File: config.mk
export PLATFORM = sky130hd
export DESIGN_NAME = bp_run_sequencer
export DESIGN_NICKNAME = d
export VERILOG_FILES = /design/src/rtl/bp_pkg.sv /design/src/rtl/bp_stage_pipe.sv /design/src/rtl/bp_run_sequencer.sv
export SDC_FILE = /design/constraint.sdc
export NUM_CORES = 1
export LEC_CHECK = 0
export CORE_ASPECT_RATIO = 0.9
export CORE_UTILIZATION = 40
export CTS_CLUSTER_SIZE = 10
export DETAILED_ROUTE_END_ITERATION = 12
export PLACE_DENSITY = 0.8
export SLEW_MARGIN = 20
export SYNTH_ARGS = -nofsm -noshare
export SYNTH_HDL_FRONTEND = slang
export SYNTH_SLANG_ARGS = --single-unit
File: constraint.sdc
create_clock -name clock -period 4.5 [get_ports clock]
set_input_delay 1.125 -clock clock [delete_from_list [all_inputs] [get_ports clock]]
set_output_delay 1.125 -clock clock [all_outputs]
set_load 0.01 [all_outputs]
File: src/rtl/bp_pkg.sv
// Shared sizing constants and FSM state encoding for the BP run sequencer.
package bp_pkg;

  localparam int NUM_INSTR   = 16;
  localparam int NUM_STAGES  = 6;
  localparam int INBUF_DEPTH = 64;
  localparam int AW          = $clog2(NUM_INSTR);

  localparam logic [AW-1:0] ADDR_ZERO = {AW{1'b0}};
  localparam logic [AW-1:0] ADDR_ONE  = {{(AW-1){1'b0}}, 1'b1};

  typedef enum logic [2:0] {
    ST_IDLE      = 3'd0,
    ST_WAIT_DATA = 3'd1,
    ST_ISSUE     = 3'd2,
    ST_DRAIN     = 3'd3,
    ST_ROUND_END = 3'd4,
    ST_DONE      = 3'd5
  } bp_seq_state_t;

endpackage

File: src/rtl/bp_stage_pipe.sv
// NUM_STAGES-deep enable/address shift register feeding the memory read ports.
// Stage 0 sits in the low bits; hold freezes every stage.
module bp_stage_pipe
  import bp_pkg::*;
(
  input  logic                     clock,
  input  logic                     reset,
  input  logic                     hold,
  input  logic                     in_en,
  input  logic [AW-1:0]            in_addr,
  output logic [NUM_STAGES-1:0]    en,
  output logic [NUM_STAGES*AW-1:0] addr
);

  // Shift one stage per non-held cycle.
  always_ff @(posedge clock or posedge reset) begin
    if (reset) begin
      en   <= {NUM_STAGES{1'b0}};
      addr <= {(NUM_STAGES*AW){1'b0}};
    end else if (!hold) begin
      en   <= {en[NUM_STAGES-2:0], in_en};
      addr <= {addr[(NUM_STAGES-1)*AW-1:0], in_addr};
    end
  end

endmodule

File: src/rtl/bp_run_sequencer.sv
// Run-control sequencer: waits for a full input buffer, then sweeps all
// instruction addresses through the stage pipeline once per round.
module bp_run_sequencer
  import bp_pkg::*;
(
  input  logic                     clock,
  input  logic                     reset,
  input  logic                     io_beginRun,
  input  logic [2:0]               io_cfg_rounds,
  input  logic [1:0]               io_tag_in,
  input  logic [INBUF_DEPTH-1:0]   io_inBuf_valid,
  input  logic                     io_stall,
  output logic [NUM_STAGES-1:0]    io_stage_en,
  output logic [NUM_STAGES*AW-1:0] io_stage_addr,
  output logic [2:0]               io_roundCnt,
  output logic [1:0]               io_tag_out,
  output logic                     io_busy,
  output logic                     io_done,
  output logic                     io_inBuf_clear
);

  bp_seq_state_t   state;
  logic [AW-1:0]   instr_ptr;
  logic [2:0]      rounds;
  logic            data_ready;
  logic            inj_en;

  assign data_ready = &io_inBuf_valid;

  // Injection is decided on the edge that enters each ISSUE cycle, so address a
  // is on stage 0 during ISSUE cycle a; instr_ptr runs one ahead and wraps to 0
  // in the cycle showing the last address.
  always_comb begin
    inj_en = 1'b0;
    case (state)
      ST_WAIT_DATA: inj_en = data_ready;
      ST_ISSUE:     inj_en = (instr_ptr != ADDR_ZERO);
      ST_ROUND_END: inj_en = (io_roundCnt != rounds);
      default:      inj_en = 1'b0;
    endcase
  end

  bp_stage_pipe u_pipe (
    .clock   (clock),
    .reset   (reset),
    .hold    (io_stall),
    .in_en   (inj_en),
    .in_addr (instr_ptr),
    .en      (io_stage_en),
    .addr    (io_stage_addr)
  );

  // Sequencer FSM with its latches and status outputs; a stall freezes all of it.
  always_ff @(posedge clock or posedge reset) begin
    if (reset) begin
      state          <= ST_IDLE;
      instr_ptr      <= ADDR_ZERO;
      rounds         <= 3'd0;
      io_roundCnt    <= 3'd0;
      io_tag_out     <= 2'd0;
      io_busy        <= 1'b0;
      io_done        <= 1'b0;
      io_inBuf_clear <= 1'b0;
    end else if (!io_stall) begin
      io_done        <= 1'b0;
      io_inBuf_clear <= 1'b0;
      case (state)
        ST_IDLE: begin
          if (io_beginRun) begin
            rounds      <= io_cfg_rounds;
            io_tag_out  <= io_tag_in;
            io_roundCnt <= 3'd0;
            io_busy     <= 1'b1;
            state       <= ST_WAIT_DATA;
          end
        end
        ST_WAIT_DATA: begin
          if (data_ready) begin
            instr_ptr <= instr_ptr + ADDR_ONE;
            state     <= ST_ISSUE;
          end
        end
        ST_ISSUE: begin
          if (instr_ptr == ADDR_ZERO) begin
            state <= ST_DRAIN;
          end else begin
            instr_ptr <= instr_ptr + ADDR_ONE;
          end
        end
        ST_DRAIN: begin
          if (io_stage_en == {NUM_STAGES{1'b0}}) begin
            state <= ST_ROUND_END;
          end
        end
        ST_ROUND_END: begin
          if (io_roundCnt == rounds) begin
            io_done        <= 1'b1;
            io_inBuf_clear <= 1'b1;
            state          <= ST_DONE;
          end else begin
            io_roundCnt <= io_roundCnt + 3'd1;
            instr_ptr   <= instr_ptr + ADDR_ONE;
            state       <= ST_ISSUE;
          end
        end
        ST_DONE: begin
          io_busy <= 1'b0;
          state   <= ST_IDLE;
        end
        default: begin
          io_busy <= 1'b0;
          state   <= ST_IDLE;
        end
      endcase
    end
  end

endmodule

# --- Word-level counts from Yosys, hierarchy flattened ---
# Index checks and enable logic that the tools add are counted.
word_totals:
  regBits: 47
  input_bits: 73
classes:
  n_addsub: 2
  eq_ne: 12
  mux: 18
  bitwise: 2
  reduce_logical: 13
op_table:
  columns: ["op", "n"]
  rows:
  - ["$reduce_and A64 Y1", 1]
  - ["$mux W3", 7]
  - ["$pmux W3 S5", 1]
  - ["$mux W4", 3]
  - ["$ne A2 B2 Y1 const B", 6]
  - ["$pmux W4 S3", 1]
  - ["$reduce_and A5 Y1", 2]
  - ["$eq A3 B2 Y1 const B", 2]
  - ["$logic_not A6 Y1", 1]
  - ["$pmux W3 S2", 1]
  - ["$reduce_and A3 Y1", 2]
  - ["$add A4 B1 Y4 const B", 1]
  - ["$logic_not A4 Y1", 1]
  - ["$reduce_and A4 Y1", 1]
  - ["$reduce_bool A4 Y1", 1]
  - ["$reduce_or A4 Y1", 1]
  - ["$add A3 B1 Y3 const B", 1]
  - ["$eq A3 B1 Y1 const B", 1]
  - ["$eq A3 B3 Y1", 1]
  - ["$eq A3 B3 Y1 const B", 1]
  - ["$logic_not A3 Y1", 1]
  - ["$mux W1", 3]
  - ["$ne A3 B3 Y1", 1]
  - ["$pmux W1 S3", 1]
  - ["other kinds (4)", 5]

# --- Depth between registers and ports, before layout ---
depth:
  word_depth: 4
  ltp_mapped: 8

# --- Modules after synthesis ---
# From an unflattened synthesis, not the netlist that was laid out.
unflattened:
  hier_cells: 200
  hier_area_um2: 2488.6
modules_own_cells:
  columns: ["module", "n_inst", "cells_each", "area_each_um2"]
  rows:
  - ["bp_run_sequencer", 1, 136, 1249.9]
  - ["bp_stage_pipe", 1, 64, 1238.7]

# --- Worst setup path after synthesis ---
# Ideal clock, no wire load.
synth_timing:
  path_type: "input -> register"
  start: "input port io_inBuf_valid[27]"
  end: "register instr_ptr[3]"
  t_arrival_ns: 2.370
  required_ns: 4.377
  setup_slack_ns: 2.007
  path_stages: 6
  path_buffers: 0
  cell_sequence: "nand4_1 > nor4_1 > nand4_1 > a311oi_4 > nand4_1 > xnor2_1"
synth_via:
  elab_chain_cells: 3
synth_rtl:
  columns: ["element", "line", "rtl"]
  rows:
  - ["start: declaration", "bp_run_sequencer.sv:11", "input logic [INBUF_DEPTH-1:0] io_inBuf_valid,"]
  - ["$reduce_and A64 Y1", "bp_run_sequencer.sv:28", "assign data_ready = &io_inBuf_valid;"]
  - ["$ne A2 B2 Y1 (no source line)", null, null]
  - ["$reduce_and A5 Y1 (no source line)", null, null]
  - ["end signal: assignment", "bp_run_sequencer.sv:79", "instr_ptr <= instr_ptr + ADDR_ONE;"]
  - ["end signal: assignment", "bp_run_sequencer.sv:87", "instr_ptr <= instr_ptr + ADDR_ONE;"]
  - ["end signal: assignment", "bp_run_sequencer.sv:102", "instr_ptr <= instr_ptr + ADDR_ONE;"]
  - ["end: declaration", "bp_run_sequencer.sv:23", "logic [AW-1:0] instr_ptr;"]
# No other way between the ends.
# A chain may end at the register's enable or synchronous reset.

# --- Final worst setup path ---
layout_timing:
  start: "input port io_inBuf_valid[51]"
  end: "register instr_ptr[3]"
# Same word-level chain as after synthesis.

==> results.md <==
- The post-placement cell count is approximately 360.
- The static power due to leakage is 1.39 nW.
- A synthesized cell averages 11.7 sq um.
- The number of clock buffers inserted by TritonCTS is 5.
- The peak supply drop is roughly 0.29 mV.
- Synthesis produced a netlist with a net count of approximately 260.
- The post-synthesis sequential area ratio is 53.3%.
- The count of nets left with antenna violations once routing finished came out at 0.
- Port buffering added 110 buffers.
- In this run the tightest slew margin relative to its limit is between 40% and 50%.
- For the worst setup path, the data arrival time is 3.05 ns.
- The power per unit of standard cell area is ~540 nW/um^2.
- After synthesis the netlist holds a flip-flop and latch count of 47.
- The library cell used most frequently in the layout, excluding fill and tap cells, is sky130_fd_sc_hd__clkdlybuf4s50_1.
- The antenna diode count is 0.
- The post-layout instance count excluding filler cells is around 360.
- In the layout the commonest cells are sky130_fd_sc_hd__clkdlybuf4s50_1, sky130_fd_sc_hd__dfrtp_1, sky130_fd_sc_hd__mux2_2.
- The clock latency at the later pin of the worst-skew pair is approximately 0.30 ns.
- For this block, the routed nets add up to about 5000 um of wire.
- The count of buffers added by post-CTS timing repair for setup is 0.
- The buffer cell driving the clock tree root is sky130_fd_sc_hd__clkbuf_8.
- Setup violations remaining at the end of the flow were counted as 0.
- Along the worst path, the maximum fanout reaches 6.
- The endpoint class of the critical path is a register.
- The total I/O pin count is approximately 110.
- The violation count after the first detailed-routing iteration is 67.
- After synthesis, the netlist uses 34 different library cells.
- The global-route wire length before repair is approximately 8600 um.
- The height of the chip is 72.5 um.
- The remaining routing DRC violations is 0.
- The net count of the finished layout is about 370.
- The pin count of the biggest net entering global routing is 48.
- The detailed placer's ending HPWL is roughly 4000 um.
- The starting density of the core is 41.7%.
- The routed via count is ~1900.
- Before antenna repair, the detailed router went through 4 iterations.
- The count of cells resized by post-cts repair is 0.
- The max-slew violation total from the final report is 0.
- TritonCTS built the clock tree.
- The clock edge transition at the registers on the reported setup and hold paths is approximately 0.080 ns.
- The signal on the critical path passes through clkdlybuf4s50_1 -> nand4_1 -> nor4_1 -> nand4_1 -> a311oi_4 -> nand4_1 -> xnor2_1.
- The die boundary width is ~80 um.
- The count of fill cells added during filler insertion is between 400 and 500.
- After floorplanning, the core was divided into 25 placement rows.
- The area added between synthesis and finish is 55.4%.
- Across the run, the number of max-cap violations was 0.
- The final-report hold violation count is 0.
- The clock skew is 0.00466 ns.
- Summed over all failing endpoints, the final setup total negative slack is 0 ns.
- The worst hold path class is register to register.
- The library cell contributing the largest single delay on the critical path is sky130_fd_sc_hd__a311oi_4.
- Yosys printed 0 warnings.
- At the pin with the least slew margin, the transition time is roughly 0.86 ns.
- Synthesis handed over a netlist of about 190 instances.
- The critical path start-end classification is input port to register.
- The die covers around 5800 sq um.
- Of the cells placed in the final design, the portion with a size suffix greater than 1 is between 15 and 20%.
- The flow ran to the end, and the final reports show no timing, DRC or antenna violations.
- Setup repair after global routing left no endpoint under its margin.
- The worst-case clock buffer depth is 2.
- The aggregate global-route resource usage is roughly 19%.
- The number of global-route vias before repair is between 1500 and 2000.
- The smallest clock period supported by the final layout is computed as roughly 2.9 ns.
- Routability-driven placement finished with a final weighted congestion of ~0.84.
- The initial antenna violation count is 0.
- The H-tree was split into 2 levels.
- The routed length per instance is between 10 and 15 um.
- Dividing the final minimum period by the clock period gives a little under two thirds.
- STA puts the critical path data required time at about 4.7 ns.
- Hold repair after CTS inserted 0 buffers.
- The worst setup path is launched from an input port.
- The vias per cell is roughly 5.2.
- The cell area after synthesis is between 2000 and 2500 sq um.
- Global routing finished with a remaining overflow of 0.
- The clock net sink count is 47.
- The delay of the slowest critical-path stage is between 0.4 and 0.5 ns.
- Static timing analysis puts the maximum clock frequency at around 350 MHz.
- In this design, the critical path's most frequently occurring cell is sky130_fd_sc_hd__nand4_1.
- In this run the standard cell core region covers 5290 sq um.
critical path, delay by kind of cell:
family,cells,cell delay (ns)
compound gates,1,0.47
xor+xnor,1,0.14
buf+inv,1,0.46
simple gates,4,0.84
worst paths after layout:
kind	depth (start not counted)	to	slack, ns	start
setup / recovery	7	instr_ptr[3]	1.63	io_inBuf_valid[51]
hold / removal	1	instr_ptr[3]	0.51	instr_ptr[3]
setup reg to reg	8	state[1]	2.46	instr_ptr[0]
hold reg to reg	1	instr_ptr[3]	0.51	instr_ptr[3]
max in group asynchronous	2	u_pipe.addr[5]	2.74	reset
min in group asynchronous	2	io_tag_out[0]	1.29	reset
state kept, by name (all words and copies together), names as in the netlist:
register,count
io_roundCnt,3
u_pipe.en,6
rounds,3
instr_ptr,4
io_busy,1
u_pipe.addr,24
state,3
io_inBuf_clear,1
io_tag_out,2
logic make-up after synthesis:
kind of cell | share of synthesized area [%]
AND/OR/NAND/NOR | 13.9
flip-flops | 53.3
multiplexers | 17.3
AO/OA/AOI/OAI | 8.28
buffers and inverters | 3.12
XOR/XNOR | 2.38
adder cells (fa/ha/maj) | 1.70
cells in the mapped netlist:
cell / number / share of area, %
sky130_fd_sc_hd__nand2b_1: 1 / 0.28
sky130_fd_sc_hd__buf_2: 1 / 0.23
sky130_fd_sc_hd__buf_4: 2 / 0.68
sky130_fd_sc_hd__nand4_1: 18 / 5.1
sky130_fd_sc_hd__a21o_2: 1 / 0.40
sky130_fd_sc_hd__a2bb2oi_1: 1 / 0.40
sky130_fd_sc_hd__a311oi_4: 1 / 1.2
sky130_fd_sc_hd__mux2_2: 33 / 17
sky130_fd_sc_hd__a21oi_1: 7 / 1.6
sky130_fd_sc_hd__nor2b_1: 1 / 0.28
sky130_fd_sc_hd__ha_1: 3 / 1.7
sky130_fd_sc_hd__nor3b_1: 1 / 0.34
sky130_fd_sc_hd__o22a_2: 1 / 0.45
sky130_fd_sc_hd__or3b_2: 1 / 0.40
sky130_fd_sc_hd__nand2_1: 14 / 2.4
sky130_fd_sc_hd__and2b_1: 1 / 0.34
sky130_fd_sc_hd__and2_1: 1 / 0.28
sky130_fd_sc_hd__a22o_1: 1 / 0.40
sky130_fd_sc_hd__xnor2_1: 6 / 2.4
sky130_fd_sc_hd__and3_4: 1 / 0.51
sky130_fd_sc_hd__buf_1: 1 / 0.17
sky130_fd_sc_hd__nor4_1: 4 / 1.1
sky130_fd_sc_hd__nor2_1: 3 / 0.51
sky130_fd_sc_hd__clkbuf_1: 5 / 0.85
sky130_fd_sc_hd__a22o_2: 1 / 0.45
sky130_fd_sc_hd__or4_1: 1 / 0.34
sky130_fd_sc_hd__o211ai_1: 2 / 0.68
sky130_fd_sc_hd__dfrtp_1: 47 / 53
sky130_fd_sc_hd__nor3_1: 5 / 1.1
sky130_fd_sc_hd__mux2i_1: 1 / 0.45
sky130_fd_sc_hd__o21ai_0: 12 / 2.7
sky130_fd_sc_hd__nand3_1: 2 / 0.45
sky130_fd_sc_hd__inv_1: 7 / 1.2
sky130_fd_sc_hd__or4_2: 1 / 0.40
metrics by stage:
step / total power [W] / utilization, % / instance area (sq um) / worst slack, ns / hold slack, ns
global route: 0.00198 / 64.8 / 3430 / 1.52 / 0.539
floorplan: 0.00118 / - / 2210 / 2.01 / 0.455
finish: 0.00185 / 64.8 / 3430 / 1.63 / 0.509
global placement: 0.00159 / 63.2 / 3340 / 1.28 / 0.486
CTS: 0.00187 / 64.8 / 3430 / 1.59 / 0.519
detailed placement: 0.00162 / 63.2 / 3340 / 1.26 / 0.501
power by group:
part	switching [W]	total, W	internal (W)
clock network	0.000134	0.000240	0.000106
registers	0.000166	0.000776	0.000610
logic	0.000310	0.000829	0.000520
final cells by class:
| type | count | area [sq um] | share of cell area (%) |
|---|---|---|---|
| clock buffers | 5 | 68.8 | 2.01 |
| clock inverters | 2 | 13.8 | 0.402 |
| inverters | 7 | 27.5 | 0.803 |
| multi-input cells | 125 | 961 | 28.0 |
| flip-flops and latches | 47 | 1180 | 34.3 |
| well taps | 67 | 83.8 | 2.45 |
| repair buffers | 110 | 1100 | 32.0 |
per-layer routing:
metal / wire length [um] / global-route usage (%) / vias up / share of wire (%)
met1: 2120 / 23.7 / 886 / 42
met2: 2580 / 33.5 / 85 / 51
met3: 350 / 5.03 / 5 / 6.9
li1: - / - / 900 / -
met5: 0 / 0 / - / 0
met4: 48 / 5.36 / 0 / 0.94
Power figures use the tool's default switching activity.
